File: config.mk
export PLATFORM = sky130hd
export DESIGN_NAME = inst_encoder_flat
export DESIGN_NICKNAME = d
export VERILOG_FILES = /design/src/rtl/inst_enc_if.sv /design/src/rtl/inst_encoder.sv /design/src/flat_wrapper.sv
export SDC_FILE = /design/constraint.sdc
export NUM_CORES = 1
export LEC_CHECK = 0
export BUFFER_PORTS_ARGS = -buffer_cell sky130_fd_sc_hd__buf_4
export CAP_MARGIN = 20
export CELL_PAD_IN_SITES_DETAIL_PLACEMENT = 1
export CELL_PAD_IN_SITES_GLOBAL_PLACEMENT = 1
export CORE_MARGIN = 5
export CORE_UTILIZATION = 37
export CTS_BUF_LIST = sky130_fd_sc_hd__clkbuf_8
export DETAILED_ROUTE_END_ITERATION = 10
export GPL_ROUTABILITY_DRIVEN = 1
export PLACE_DENSITY = 0.88
export SYNTH_ARGS = -nofsm -noshare
export SYNTH_HDL_FRONTEND = slang
export SYNTH_SLANG_ARGS = --single-unit
File: constraint.sdc
create_clock -name clock -period 2.3 [get_ports clock]
set_clock_uncertainty 0.2 [all_clocks]
set_input_delay 0.23 -clock clock [delete_from_list [all_inputs] [get_ports clock]]
set_output_delay 0.23 -clock clock [all_outputs]
set_load 0.005 [all_outputs]
File: src/rtl/inst_enc_if.sv
// Request/instruction stream bundle for the instruction encoder.
interface inst_enc_if #(
  parameter int XLEN = 32
);
  logic            req_valid;
  logic            req_ready;
  logic            req_li;
  logic [2:0]      req_itype;
  logic [6:0]      req_opcode;
  logic [2:0]      req_funct3;
  logic [6:0]      req_funct7;
  logic [4:0]      req_rd;
  logic [4:0]      req_rs1;
  logic [4:0]      req_rs2;
  logic [XLEN-1:0] req_imm;
  logic            inst_valid;
  logic            inst_ready;
  logic [31:0]     inst;
  logic            inst_last;
  logic            inst_err;

  modport master (
    output req_valid, req_li, req_itype, req_opcode,
    output req_funct3, req_funct7, req_rd, req_rs1,
    output req_rs2, req_imm, inst_ready,
    input  req_ready, inst_valid, inst, inst_last, inst_err
  );

  modport slave (
    input  req_valid, req_li, req_itype, req_opcode,
    input  req_funct3, req_funct7, req_rd, req_rs1,
    input  req_rs2, req_imm, inst_ready,
    output req_ready, inst_valid, inst, inst_last, inst_err
  );
endinterface

File: src/rtl/inst_encoder.sv
// Field-level request to RV32/RV64 instruction word encoder,
// with LI pseudo-instruction expansion into LUI + ADDI(W).
module inst_encoder #(
  parameter int XLEN = 32
) (
  input logic       clock,
  input logic       reset,
  inst_enc_if.slave io
);
  localparam logic [2:0] TYPE_R = 3'd0;
  localparam logic [2:0] TYPE_I = 3'd1;
  localparam logic [2:0] TYPE_S = 3'd2;
  localparam logic [2:0] TYPE_B = 3'd3;
  localparam logic [2:0] TYPE_U = 3'd4;
  localparam logic [2:0] TYPE_J = 3'd5;

  localparam logic [6:0] OP_IMM    = 7'b0010011;
  localparam logic [6:0] OP_IMM_32 = 7'b0011011;
  localparam logic [6:0] OP_LUI    = 7'b0110111;
  localparam logic [6:0] OP_LI2    = (XLEN == 64) ? OP_IMM_32 : OP_IMM;

  localparam logic [1:0] IDLE  = 2'd0;
  localparam logic [1:0] HOLD1 = 2'd1;
  localparam logic [1:0] HOLD2 = 2'd2;

  localparam logic signed [XLEN-1:0] I_MIN = XLEN'(-2048);
  localparam logic signed [XLEN-1:0] I_MAX = XLEN'(2047);
  localparam logic signed [XLEN-1:0] B_MIN = XLEN'(-4096);
  localparam logic signed [XLEN-1:0] B_MAX = XLEN'(4094);
  localparam logic signed [XLEN-1:0] J_MIN = XLEN'(-1048576);
  localparam logic signed [XLEN-1:0] J_MAX = XLEN'(1048574);

  logic [1:0]  state;
  logic        valid_q;
  logic [31:0] inst_q;
  logic [31:0] w2_q;
  logic        last_q;
  logic        err_q;

  logic [XLEN-1:0]        imm;
  logic signed [XLEN-1:0] simm;
  logic [XLEN-1:0]        sx;
  logic                   sx_bad;
  logic                   in_i;
  logic [31:0]            hi_sum;
  logic [4:0]             rd;

  logic [31:0] enc_w;
  logic [31:0] enc_w2;
  logic        enc_last;
  logic        enc_err;
  logic        accept;
  logic        consume;

  assign imm    = io.req_imm;
  assign simm   = $signed(imm);
  assign sx     = XLEN'($signed(imm[31:0]));
  assign sx_bad = (sx != imm);
  assign in_i   = (simm >= I_MIN) && (simm <= I_MAX);
  // Rounding: pre-add 0x800 so the sign-extended low part lands exactly.
  assign hi_sum = imm[31:0] + 32'h0000_0800;
  assign rd     = io.req_rd;

  always_comb begin
    enc_w    = '0;
    enc_w2   = '0;
    enc_last = 1'b1;
    enc_err  = 1'b0;
    if (io.req_li) begin
      if (in_i) begin
        enc_w = {imm[11:0], 5'd0, 3'd0, rd, OP_IMM};
      end else begin
        enc_w    = {hi_sum[31:12], rd, OP_LUI};
        enc_w2   = {imm[11:0], rd, 3'd0, rd, OP_LI2};
        enc_last = 1'b0;
        enc_err  = (XLEN == 64) && sx_bad;
      end
    end else begin
      case (io.req_itype)
        TYPE_R: enc_w = {io.req_funct7, io.req_rs2, io.req_rs1,
                         io.req_funct3, rd, io.req_opcode};
        TYPE_I: begin
          enc_w   = {imm[11:0], io.req_rs1, io.req_funct3,
                     rd, io.req_opcode};
          enc_err = !in_i;
        end
        TYPE_S: begin
          enc_w   = {imm[11:5], io.req_rs2, io.req_rs1,
                     io.req_funct3, imm[4:0], io.req_opcode};
          enc_err = !in_i;
        end
        TYPE_B: begin
          enc_w   = {imm[12], imm[10:5], io.req_rs2, io.req_rs1,
                     io.req_funct3, imm[4:1], imm[11], io.req_opcode};
          enc_err = (simm < B_MIN) || (simm > B_MAX) || imm[0];
        end
        TYPE_U: begin
          enc_w   = {imm[31:12], rd, io.req_opcode};
          enc_err = (imm[11:0] != 12'd0) || sx_bad;
        end
        TYPE_J: begin
          enc_w   = {imm[20], imm[10:1], imm[11], imm[19:12],
                     rd, io.req_opcode};
          enc_err = (simm < J_MIN) || (simm > J_MAX) || imm[0];
        end
        default: enc_err = 1'b1;
      endcase
    end
  end

  assign io.req_ready = (state == IDLE || (state == HOLD1 && last_q))
                        && (!valid_q || io.inst_ready);
  assign accept  = io.req_valid && io.req_ready;
  assign consume = valid_q && io.inst_ready;

  always_ff @(posedge clock or posedge reset) begin
    if (reset) begin
      state   <= IDLE;
      valid_q <= 1'b0;
      inst_q  <= '0;
      w2_q    <= '0;
      last_q  <= 1'b0;
      err_q   <= 1'b0;
    end else if (accept) begin
      state   <= HOLD1;
      valid_q <= 1'b1;
      inst_q  <= enc_w;
      w2_q    <= enc_w2;
      last_q  <= enc_last;
      err_q   <= enc_err;
    end else if (consume) begin
      if (state == HOLD1 && !last_q) begin
        state  <= HOLD2;
        inst_q <= w2_q;
        last_q <= 1'b1;
      end else begin
        state   <= IDLE;
        valid_q <= 1'b0;
      end
    end
  end

  assign io.inst_valid = valid_q;
  assign io.inst       = inst_q;
  assign io.inst_last  = last_q;
  assign io.inst_err   = err_q;
endmodule
File: src/flat_wrapper.sv
// flat-port wrapper written by rule: the top's interface ports become plain ports
module inst_encoder_flat 
#(
  parameter int XLEN = 32
)
  (clock, reset, io_req_valid, io_req_li, io_req_itype, io_req_opcode, io_req_funct3, io_req_funct7, io_req_rd, io_req_rs1, io_req_rs2, io_req_imm, io_inst_ready, io_req_ready, io_inst_valid, io_inst, io_inst_last, io_inst_err);
  inst_enc_if #(.XLEN(XLEN)) io_i ();
  input logic clock;
  input logic reset;
  input wire logic [$bits(io_i.req_valid)-1:0] io_req_valid;
  input wire logic [$bits(io_i.req_li)-1:0] io_req_li;
  input wire logic [$bits(io_i.req_itype)-1:0] io_req_itype;
  input wire logic [$bits(io_i.req_opcode)-1:0] io_req_opcode;
  input wire logic [$bits(io_i.req_funct3)-1:0] io_req_funct3;
  input wire logic [$bits(io_i.req_funct7)-1:0] io_req_funct7;
  input wire logic [$bits(io_i.req_rd)-1:0] io_req_rd;
  input wire logic [$bits(io_i.req_rs1)-1:0] io_req_rs1;
  input wire logic [$bits(io_i.req_rs2)-1:0] io_req_rs2;
  input wire logic [$bits(io_i.req_imm)-1:0] io_req_imm;
  input wire logic [$bits(io_i.inst_ready)-1:0] io_inst_ready;
  output wire logic [$bits(io_i.req_ready)-1:0] io_req_ready;
  output wire logic [$bits(io_i.inst_valid)-1:0] io_inst_valid;
  output wire logic [$bits(io_i.inst)-1:0] io_inst;
  output wire logic [$bits(io_i.inst_last)-1:0] io_inst_last;
  output wire logic [$bits(io_i.inst_err)-1:0] io_inst_err;
  assign io_i.req_valid = io_req_valid;
  assign io_i.req_li = io_req_li;
  assign io_i.req_itype = io_req_itype;
  assign io_i.req_opcode = io_req_opcode;
  assign io_i.req_funct3 = io_req_funct3;
  assign io_i.req_funct7 = io_req_funct7;
  assign io_i.req_rd = io_req_rd;
  assign io_i.req_rs1 = io_req_rs1;
  assign io_i.req_rs2 = io_req_rs2;
  assign io_i.req_imm = io_req_imm;
  assign io_i.inst_ready = io_inst_ready;
  assign io_req_ready = io_i.req_ready;
  assign io_inst_valid = io_i.inst_valid;
  assign io_inst = io_i.inst;
  assign io_inst_last = io_i.inst_last;
  assign io_inst_err = io_i.inst_err;
  inst_encoder #(.XLEN(XLEN)) u_core (.clock(clock), .reset(reset), .io(io_i));
endmodule
==> results.yml, run 1 <==
run_status:
  status: "completed"
logic_synthesis:
  yosysTopAreaCellShare_pct: 35.3
  synth_top_area_cell: "dfrtp_1"
  yosysWarnings: 0
  synthArstFlopShare_pct: 100
  seq_area_frac_synth_pct: 35.3
  synth_edf_count: 0
  syn_area_um2: 3900
  ys_seq_elements: 55
  synth.net_count: 500
  postSynthAreaPerCell_um2: 9.16
  postSynthCellCount: 426
  synth_cell_types: 59
  synthTopCellsByArea: "dfrtp_1 35%, mux2i_1 4.1%, nand2_1 4.0%, a22o_1 3.8%, nor4_1 3.2%"
  ys_dominant_reg_cell: "dfrtp_1"
cells_and_area:
  nets: 655
  n_antenna_cell: 0
  most-common-layout-cells: "168 x buf_4, 55 x dfrtp_1, 42 x nand2_1, 20 x nor4_1, 19 x nor2_1"
  drive_above_1_share_pct: 35.9
  layout_commonest_cell: "buf_4"
  area_growth_syn_to_layout_pct: 40.1
  utilization_pct: 53.0
critical_path:
  worst_ep_required_time_ns: 2.32
  start_kind: "flip-flop"
  worstPathMaxFanout: 15
  crit_arrival_ns: 2.23
  criticalPathCategory: "flip-flop to flip-flop"
  r2r-end: "u_core.io.inst[26]"
  r2r.worst_path.cells: 7
  critPathCaptureType: "flip-flop"
  reg2reg_slack_ns: 0.08
  rr_startpoint: "u_core.io.inst_last"
route:
  drt_iter0_drc: 375
  drc_errors: 0
  first_pass_iters: 5
  ant_nets: 0
  vias: 4428
  routedWlPerCell_um: 23.7
  routed_via_density: 6.17
  wirelength_um: 17000
global_route:
  grt_pass1_vias: 4652
  grt-ovfl-total: 0
  grt_pass1_wl_um: 26900
  grt_max_degree: 56
  grt_util_all_layers_pct: 26.3
  antenna_found_initial: 0
place:
  pre_cts_ws_ns: -0.149
  gp_congestion: 0.965
  dpl.hpwl_um: 12500
  port_buffers: 107
min_path:
  holdCritStartpoint: "io_req_imm[2]"
  hp-class: "input port to flip-flop"
  holdPathEnd: "u_core.w2_q[22]"
  holdPathStages: 2
power_and_ir_drop:
  leakage_nw: 2.41
  swShare_pct: 37.4
  switchingPower_mw: 1.75
  p_int_mw: 2.93
  vdd_drop_max_v: 0.000425
  p_per_area_nw_per_um2: 855
  pwr-share-seq_pct: 37.8
  p_clk_share_pct: 14.9
  power_frac_comb_pct: 47.3
sta:
  slew_headroom_pct: 49.5
  timing.fmax_mhz: 451
  fin_crit_sh_pct: 96.3
  layout_min_cycle_time_ns: 2.22
  setup_violations: 0
  hold_viol: 0
  worstMarginPinSlew_ns: 0.757
  slew_viol_final: 0
  fin_ws_ns: 0.0848
clock_tree:
  clkLatencyLatePin_ns: 0.32
  cts.sink_count: 55
  h-tree-depth: 2
  cts_tree: "yes"
  cts_buffers: 5
  cts_buffer_depth: 2
  cts-root-buf: "clkbuf_8"
  clk_pin_slew_ns: 0.11
floorplanning:
  die_h_um: 113
  std_cell_rows: 37
  coreArea_um2: 10300
  dieArea_um2: 12700
  initial_core_util_pct: 37.8
  dieWidth_um: 113
  ioPinCount: 108
run:
  drv_cap: 0
[cell families (layout without fill, tap and decap cells)]
kind of cell | count (synthesis) | count (layout) | synth area share, %
AND/OR/NAND/NOR | 165 | 165 | 24.6
flip-flops | 55 | 55 | 35.3
multiplexers | 25 | 25 | 6.70
AO/OA/AOI/OAI | 118 | 118 | 22.8
XOR/XNOR | 15 | 15 | 3.37
adder cells (fa/ha/maj) | 2 | 2 | 0.641
buffers and inverters | 46 | 202 | 6.63
[per-stage QoR]
step,area (um2),TNS (ns),total power [mW],hold slack [ns],cells
after floorplan,3910,0,2.75,0.163,426
after global placement,5170,-1.42,3.74,0.247,695
after detailed placement,5170,-2.30,3.88,0.257,695
after CTS,5460,0,4.62,0.00436,718
after global routing,5470,-0.0146,4.94,0.00574,718
final,5470,0,4.68,0.0109,718
[state kept, by name, indices dropped and copies added, names as in the netlist]
| signal | cells |
|---|---|
| u_core.io.inst_valid | 1 |
| u_core.io.inst_last | 1 |
| u_core.io.inst_err | 1 |
| u_core.state | 2 |
| u_core.io.inst | 32 |
| u_core.w2_q | 18 |
[cell usage after synthesis (5+ instances only)]
cell        n
a21oi_1    12
a2bb2oi_1   5
a211oi_1    8
or4_1       5
a221o_1     5
nor2_1     19
o22ai_1    15
nand2_1    42
nand2b_1   12
nand3_1     8
nor3_1      8
or3_1       5
nor3b_1     5
a22oi_1    13
o21ai_0     8
a311o_1    11
xor2_1      6
a31oi_1    10
mux2i_1    16
buf_2       5
clkbuf_1   19
nor4_1     20
nand3b_1    6
xnor2_1     9
inv_1       9
a22o_1     17
nand4_1    13
mux2_2      9
dfrtp_1    55
[power groups by stage]
stage | sequential, mW | clock, mW | combinational (mW)
after floorplan | 1.68 | 0 | 1.07
after global placement | 1.72 | 0 | 2.02
after detailed placement | 1.75 | 0 | 2.13
after CTS | 1.74 | 0.700 | 2.18
after global routing | 1.80 | 0.734 | 2.40
final | 1.77 | 0.698 | 2.21
[what timing repair did]
item,in CTS,in global routing
setup endpoints to repair,12,9
hold endpoints to repair,69,0
resized for setup,1,4
pin swaps,1,0
setup buffers,2,0
hold buffers,13,0
[per-layer routing]
metal	vias up	routed length, um	GRT usage [%]
li1	1953	-	-
met2	232	8600	45.5
met4	0	372	6.81
met1	2208	6900	34.0
met5	-	0	0
met3	35	1150	4.65
[worst max-delay path, cell delays in order, from the launching register on]
cell      delay [ns]
dfrtp_1         0.42
nand2b_1        0.21
and4b_2         0.31
buf_4           0.16
buf_4           0.20
nand2b_1        0.17
o22ai_1         0.12
a311o_1         0.33
[final cells by class]
class	instances	area [um2]
fill	1193	4850
clock inverter	2	35.0
multi-input combinational	325	2300
tap	136	170
sequential	55	1380
inverter	9	33.8
timing repair buffer	185	1470
clock buffer	6	82.6
[worst max-delay path by stage]
stage | startpoint | to | slack [ns]
2_1_floorplan | io_req_imm[22] | u_core.io.inst[29] | 0.003
4_1_cts | u_core.io.inst_last | u_core.io.inst[29] | 0.06
3_5_place_dp | io_req_imm[17] | u_core.io.inst[30] | -0.15
5_1_grt | u_core.io.inst_last | u_core.io.inst[28] | -0.007
3_3_place_gp | io_req_imm[16] | u_core.io.inst[30] | -0.13
6_report | u_core.io.inst_last | u_core.io.inst[26] | 0.08
Note: power is estimated with default switching activity, not from simulation.
==> run 2: changes to the inputs <==
--- a/config.mk
+++ b/config.mk
@@ -5,12 +5,13 @@
 export SDC_FILE = /design/constraint.sdc
 export NUM_CORES = 1
 export LEC_CHECK = 0
+export ABC_AREA = 1
 export BUFFER_PORTS_ARGS = -buffer_cell sky130_fd_sc_hd__buf_4
 export CAP_MARGIN = 20
 export CELL_PAD_IN_SITES_DETAIL_PLACEMENT = 1
 export CELL_PAD_IN_SITES_GLOBAL_PLACEMENT = 1
-export CORE_MARGIN = 5
-export CORE_UTILIZATION = 37
+export CORE_MARGIN = 8
+export CORE_UTILIZATION = 34
 export CTS_BUF_LIST = sky130_fd_sc_hd__clkbuf_8
 export DETAILED_ROUTE_END_ITERATION = 10
 export GPL_ROUTABILITY_DRIVEN = 1
==> run 2 against run 1 <==
  * The flow now finishes with violations (hold timing)
  * Power is 6.9% lower
  * Synthesized cell count is 46% higher
  * Clock power is 17% lower
  * First-iteration DRC count is 5.1% lower
  * Hold slack worse by 0.013 ns
  * Sequential cell count stayed put
  * Combinational power is 4% lower
  * Non-clock buffer count is 54 lower
  * Critical path depth is 3 higher
  * Routed wire length is 2.5% lower
  * Sequential share of layout area is 1.3 points higher
  * Critical path type unchanged
  * Largest power group unchanged
==> results.yml, run 2 <==
critical_path:
  cp_slowest_cell: "dfrtp_1"
  worst_ep_required_time_ns: 2.31
  crit_arrival_ns: 2.15
  critPathCaptureType: "flip-flop"
  cp_common_cell: "nand2_1"
  crit_chain: "inv_1, nor2_1, a211oi_2, nand2_1, nand2_2, clkinvlp_4, nand2_1, o21ai_0, inv_1, nand2_1"
  worstPathMaxFanout: 12
  path_delay_family: "simple AND/OR/NAND/NOR gates"
  criticalPathCategory: "flip-flop to flip-flop"
  start_kind: "flip-flop"
  path_buf_inv: 3
  slowest_delay_ns: 0.43
cells_and_area:
  area_growth_syn_to_layout_pct: 29.8
  layout_commonest_cell: "nand2_1"
  multiInputGateArea_um2: 2230
  utilization_pct: 45.3
  drive_above_1_share_pct: 20.4
  nFillCells: 1518
  largest_reg_flops: 32
  most-common-layout-cells: "188 x nand2_1, 122 x buf_4, 79 x nor2_1, 72 x inv_1, 56 x o21ai_0"
  final_cell_area_um2: 5200
  nets: 812
  n_antenna_cell: 0
  seq_area_um2: 1380
clock_tree:
  clkLatencyLatePin_ns: 0.32
  cts_tree: "yes"
  cts_buffers: 5
  h-tree-depth: 2
  cts.sink_count: 55
  clk_pin_slew_ns: 0.11
  cts_buffer_depth: 2
  cts-root-buf: "clkbuf_8"
sta:
  hold_viol: 1
  setup_violations: 0
  slew_headroom_pct: 56.3
  tns_ns: 0
  timing.fmax_mhz: 469
  fin_crit_sh_pct: 92.8
  slew_viol_final: 0
  worstMarginPinSlew_ns: 0.655
  fin_ws_ns: 0.167
  rsz0062_at_grt: "no"
  layout_min_cycle_time_ns: 2.13
  hold_slack_ns: -0.00202
route:
  wirelength_um: 16600
  ant_nets: 0
  first_pass_iters: 6
  drc_errors: 0
  drt_iter0_drc: 356
  routedWlPerCell_um: 18.8
  vias: 4726
  routed_via_density: 5.36
floorplanning:
  initial_core_util_pct: 34.9
  std_cell_rows: 39
  ioPinCount: 108
  die_h_um: 125
  coreArea_um2: 11500
  dieArea_um2: 15500
  dieWidth_um: 125
logic_synthesis:
  synthTopCellsByArea: "dfrtp_1 34%, nand2_1 18%, nor2_1 7.4%, o21ai_0 7.0%, inv_1 6.9%"
  yosysWarnings: 0
  postSynthCellCount: 620
  postSynthAreaPerCell_um2: 6.46
  synthArstFlopShare_pct: 100
  synth_most_common_cell: "nand2_1"
  ys_top_cells_by_count: "189 x nand2_1, 79 x nor2_1, 74 x inv_1, 56 x o21ai_0, 55 x dfrtp_1"
  ys_dominant_reg_cell: "dfrtp_1"
  seq_area_frac_synth_pct: 34.4
  synth.net_count: 694
  yosysTopAreaCellShare_pct: 34.4
  synth_top_area_cell: "dfrtp_1"
  synth_edf_count: 0
  syn_area_um2: 4000
  ys_seq_elements: 55
  synth_cell_types: 39
power_and_ir_drop:
  vdd_drop_max_v: 0.000480
  leakage_nw: 2.65
  p_per_area_nw_per_um2: 838
global_route:
  grt_pass1_vias: 5030
  grt-ovfl-total: 0
  grt_max_degree: 31
  grt_pass1_wl_um: 26700
  grt_util_all_layers_pct: 20.7
  antenna_found_initial: 0
place:
  place_area_um2: 4990
  dpl.hpwl_um: 13400
  gp_congestion: 0.923
  port_buffers: 107
  pre_cts_ws_ns: -0.00655
run_status:
  status: "finished, violations left"
  violations: "hold timing"
run:
  drv_cap: 0
min_path:
  hp-class: "input port to flip-flop"
[run 2: cell count changes in the layout (fill, tap and decap cells not counted), moves of 37 or more]
cell | previous run | this run
buf_4 | 168 | 122
inv_1 | 8 | 72
nor2_1 | 19 | 79
nand3_1 | 8 | 45
nand2_1 | 42 | 188
o21ai_0 | 8 | 56
[run 2: path summary, 6_finish.rpt]
check	from	end	slack (ns)	depth (start not counted)
worst max-delay path	u_core.io.inst_valid	u_core.io.inst[26]	0.17	10
worst min-delay path	io_req_rd[0]	u_core.w2_q[15]	-0.002	3
worst max register to register	u_core.io.inst_valid	u_core.io.inst[26]	0.17	10
worst min register to register	u_core.w2_q[20]	u_core.w2_q[20]	0.29	2
max in group asynchronous	reset	u_core.w2_q[19]	0.87	4
min in group asynchronous	reset	u_core.w2_q[24]	0.35	3
[run 2: what timing repair did]
action,CTS,global route
setup endpoints to repair,0,29
gates resized for setup,0,3
buffers inserted,0,1
endpoints found under the hold margin,35,0
hold buffers,8,0
[run 2: power breakdown]
part / leakage (nW) / internal (mW) / switching [mW]
clock: 0.0485 / 0.220 / 0.361
sequential: 0.695 / 1.40 / 0.249
combinational: 1.91 / 0.923 / 1.20
total: 2.65 / 2.55 / 1.81
[run 2: worst min-delay path, stage by stage]
cell     delay (ns)
buf_4          0.11
inv_1          0.07
o21ai_1        0.07
[run 2: per-stage QoR]
| step | total power [mW] | hold slack, ns | std cells |
|---|---|---|---|
| floorplan | 2.64 | 0.140 | 620 |
| global placement | 3.57 | 0.154 | 864 |
| detailed placement | 3.70 | 0.161 | 864 |
| CTS | 4.28 | 0.00381 | 880 |
| global route | 4.66 | 0.0150 | 882 |
| finish | 4.35 | -0.00202 | 882 |
[run 2: metal layers]
metal / routed length, um / global-route usage (%) / up-vias / share of wire [%]
met2: 7930 / 35.2 / 171 / 48
met4: 406 / 6.09 / 0 / 2.4
li1: - / - / 2249 / -
met5: 0 / 0 / - / 0
met3: 806 / 2.47 / 33 / 4.9
met1: 7470 / 26.8 / 2273 / 45
[run 2: logic make-up after synthesis]
| group | share of synthesized area [%] |
|---|---|
| and+or+nand+nor | 36.5 |
| DFF | 34.4 |
| xor gates and xnor gates | 3.06 |
| AOI/OAI and AO/OA | 15.3 |
| muxes | 0.250 |
| buffers and inverters | 9.91 |
| adders and majority gates | 0.625 |
[run 2: cell type report]
class	count	area share [%]
clock buffers	5	1.32
clock inverters	3	0.433
inverters	77	5.63
multi-input cells	467	43.0
flip-flops and latches	55	26.5
well taps	143	3.44
repair buffers	131	19.6
repair inverters	1	0.144
==> run 3: changes to the inputs <==
--- a/config.mk
+++ b/config.mk
@@ -8,10 +8,11 @@
 export ABC_AREA = 1
 export BUFFER_PORTS_ARGS = -buffer_cell sky130_fd_sc_hd__buf_4
 export CAP_MARGIN = 20
-export CELL_PAD_IN_SITES_DETAIL_PLACEMENT = 1
-export CELL_PAD_IN_SITES_GLOBAL_PLACEMENT = 1
+export CELL_PAD_IN_SITES_DETAIL_PLACEMENT = 0
+export CELL_PAD_IN_SITES_GLOBAL_PLACEMENT = 2
+export CORE_ASPECT_RATIO = 2
 export CORE_MARGIN = 8
-export CORE_UTILIZATION = 34
+export CORE_UTILIZATION = 26
 export CTS_BUF_LIST = sky130_fd_sc_hd__clkbuf_8
 export DETAILED_ROUTE_END_ITERATION = 10
 export GPL_ROUTABILITY_DRIVEN = 1
==> run 3 against run 2 <==
  * The run now ends clean
  * Sequential power barely moved
  * Highest routed layer unchanged
  * Non-clock buffer count rose by 9
  * Largest power group unchanged
  * Combinational power fell by 6%
  * Hold slack improved by 0.0077 ns
==> results.yml, run 3 (synthesis gave the netlist of run 2 again) <==
critical_path:
  crit_arrival_ns: 2.07
  worst_ep_required_time_ns: 2.30
  reg2reg_slack_ns: 0.23
  criticalPathCategory: "flip-flop to flip-flop"
  critPathCaptureType: "flip-flop"
  start_kind: "flip-flop"
  worstPathMaxFanout: 32
run:
  drv_cap: 0
clock_tree:
  cts_buffers: 5
  h-tree-depth: 2
  clk_pin_slew_ns: 0.10
  cts_buffer_depth: 2
  post_cts_resized: 0
  cts_tree: "yes"
  clkLatencyLatePin_ns: 0.32
  cts.sink_count: 55
  cts-root-buf: "clkbuf_8"
cells_and_area:
  largest_reg_flops: 32
  nets: 820
  drive_above_1_share_pct: 20.3
  most-common-layout-cells: "189 x nand2_1, 127 x buf_4, 79 x nor2_1, 75 x inv_1, 56 x o21ai_0"
  multiInputGateArea_um2: 2230
  final_cell_area_um2: 5330
  seq_area_um2: 1380
  nFillCells: 1712
  area_growth_syn_to_layout_pct: 33.1
  layout_commonest_cell: "nand2_1"
  n_antenna_cell: 0
floorplanning:
  initial_core_util_pct: 26.3
  ioPinCount: 108
  dieArea_um2: 19900
  std_cell_rows: 64
  die_h_um: 191
  coreArea_um2: 15200
  dieWidth_um: 104
route:
  wirelength_um: 18100
  routedWlPerCell_um: 19.2
  routed_via_density: 4.92
  drt_iter0_drc: 351
  ant_nets: 0
  first_pass_iters: 5
  drc_errors: 0
  vias: 4646
sta:
  setup_violations: 0
  timing.fmax_mhz: 483
  tns_ns: 0
  slew_viol_final: 0
  hold_viol: 0
  worstMarginPinSlew_ns: 0.465
  rsz0062_at_grt: "no"
  layout_min_cycle_time_ns: 2.07
  slew_headroom_pct: 68.9
  fin_crit_sh_pct: 89.9
global_route:
  grt-ovfl-total: 0
  antenna_found_initial: 0
  grt_util_all_layers_pct: 18.1
  grt_max_degree: 56
  grt_pass1_vias: 5024
  grt_pass1_wl_um: 27700
run_status:
  status: "completed"
power_and_ir_drop:
  vdd_drop_max_v: 0.000241
  leakage_nw: 2.71
  power_frac_comb_pct: 47.6
  pwr-share-seq_pct: 39.9
  p_int_mw: 2.51
  p_clk_share_pct: 12.5
  swShare_pct: 40.3
  p_per_area_nw_per_um2: 787
  switchingPower_mw: 1.69
place:
  dpl.hpwl_um: 15200
  port_buffers: 107
  gp_congestion: 0.901
  place_area_um2: 5140
min_path:
  hp-class: "input port to flip-flop"
==> run 3: critical path, stage by stage, from the launching register on <==
cell	delay, ns
dfrtp_1	0.43
inv_1	0.07
nor2_1	0.04
a211oi_2	0.18
nand2_1	0.19
nand2_2	0.18
inv_1	0.05
buf_4	0.23
a211oi_1	0.27
nand2_1	0.08
==> run 3: final timing paths <==
kind / from / to / cells past startpoint
min reg2reg: u_core.w2_q[22] / u_core.w2_q[22] / 2
max in group asynchronous: reset / u_core.io.inst[1] / 4
max reg2reg: u_core.io.inst_valid / u_core.io.inst[30] / 9
min: io_req_opcode[1] / u_core.io.inst[1] / 3
max: u_core.io.inst_valid / u_core.io.inst[30] / 9
min in group asynchronous: reset / u_core.io.inst[26] / 4
==> run 3: area by class of cell <==
class                      count  area share [%]
clock buffer                   5            1.29
clock inverter                 3           0.235
inverter                      77            5.42
multi-input combinational    467            41.9
sequential                    55            25.8
tap                          198            4.65
timing repair buffer         140            20.7
==> run 3: layer usage <==
layer,up-vias,track usage (%),routed length (um)
li1,2264,-,-
met1,2181,17.0,6210
met2,153,35.5,10200
met3,48,1.69,573
met4,0,13.2,1180
met5,-,0,0
==> run 3: metrics by stage <==
step / std cells / total power [mW] / utilization, % / hold slack (ns) / worst slack (ns)
after CTS: 945 / 4.24 / 35.0 / 0.00247 / 0.247
after global placement: 926 / 3.66 / 33.8 / 0.107 / 0.168
after floorplan: 620 / 2.64 / - / 0.140 / 0.505
final: 945 / 4.20 / 35.0 / 0.00566 / 0.232
after detailed placement: 926 / 3.70 / 33.8 / 0.110 / 0.115
after global routing: 945 / 4.54 / 35.0 / 0.0379 / 0.0795
==> run 3: power groups by stage <==
stage,clock network (mW),registers [mW],logic (mW)
floorplan,0,1.64,1.00
global placement,0,1.68,1.98
detailed placement,0,1.69,2.01
CTS,0.538,1.68,2.03
global route,0.571,1.72,2.24
finish,0.524,1.67,2.00
==> run 3: repair_timing <==
action	in CTS	in global routing
buffers inserted	0	0
endpoints found under the hold margin	66	0
hold buffers	11	0
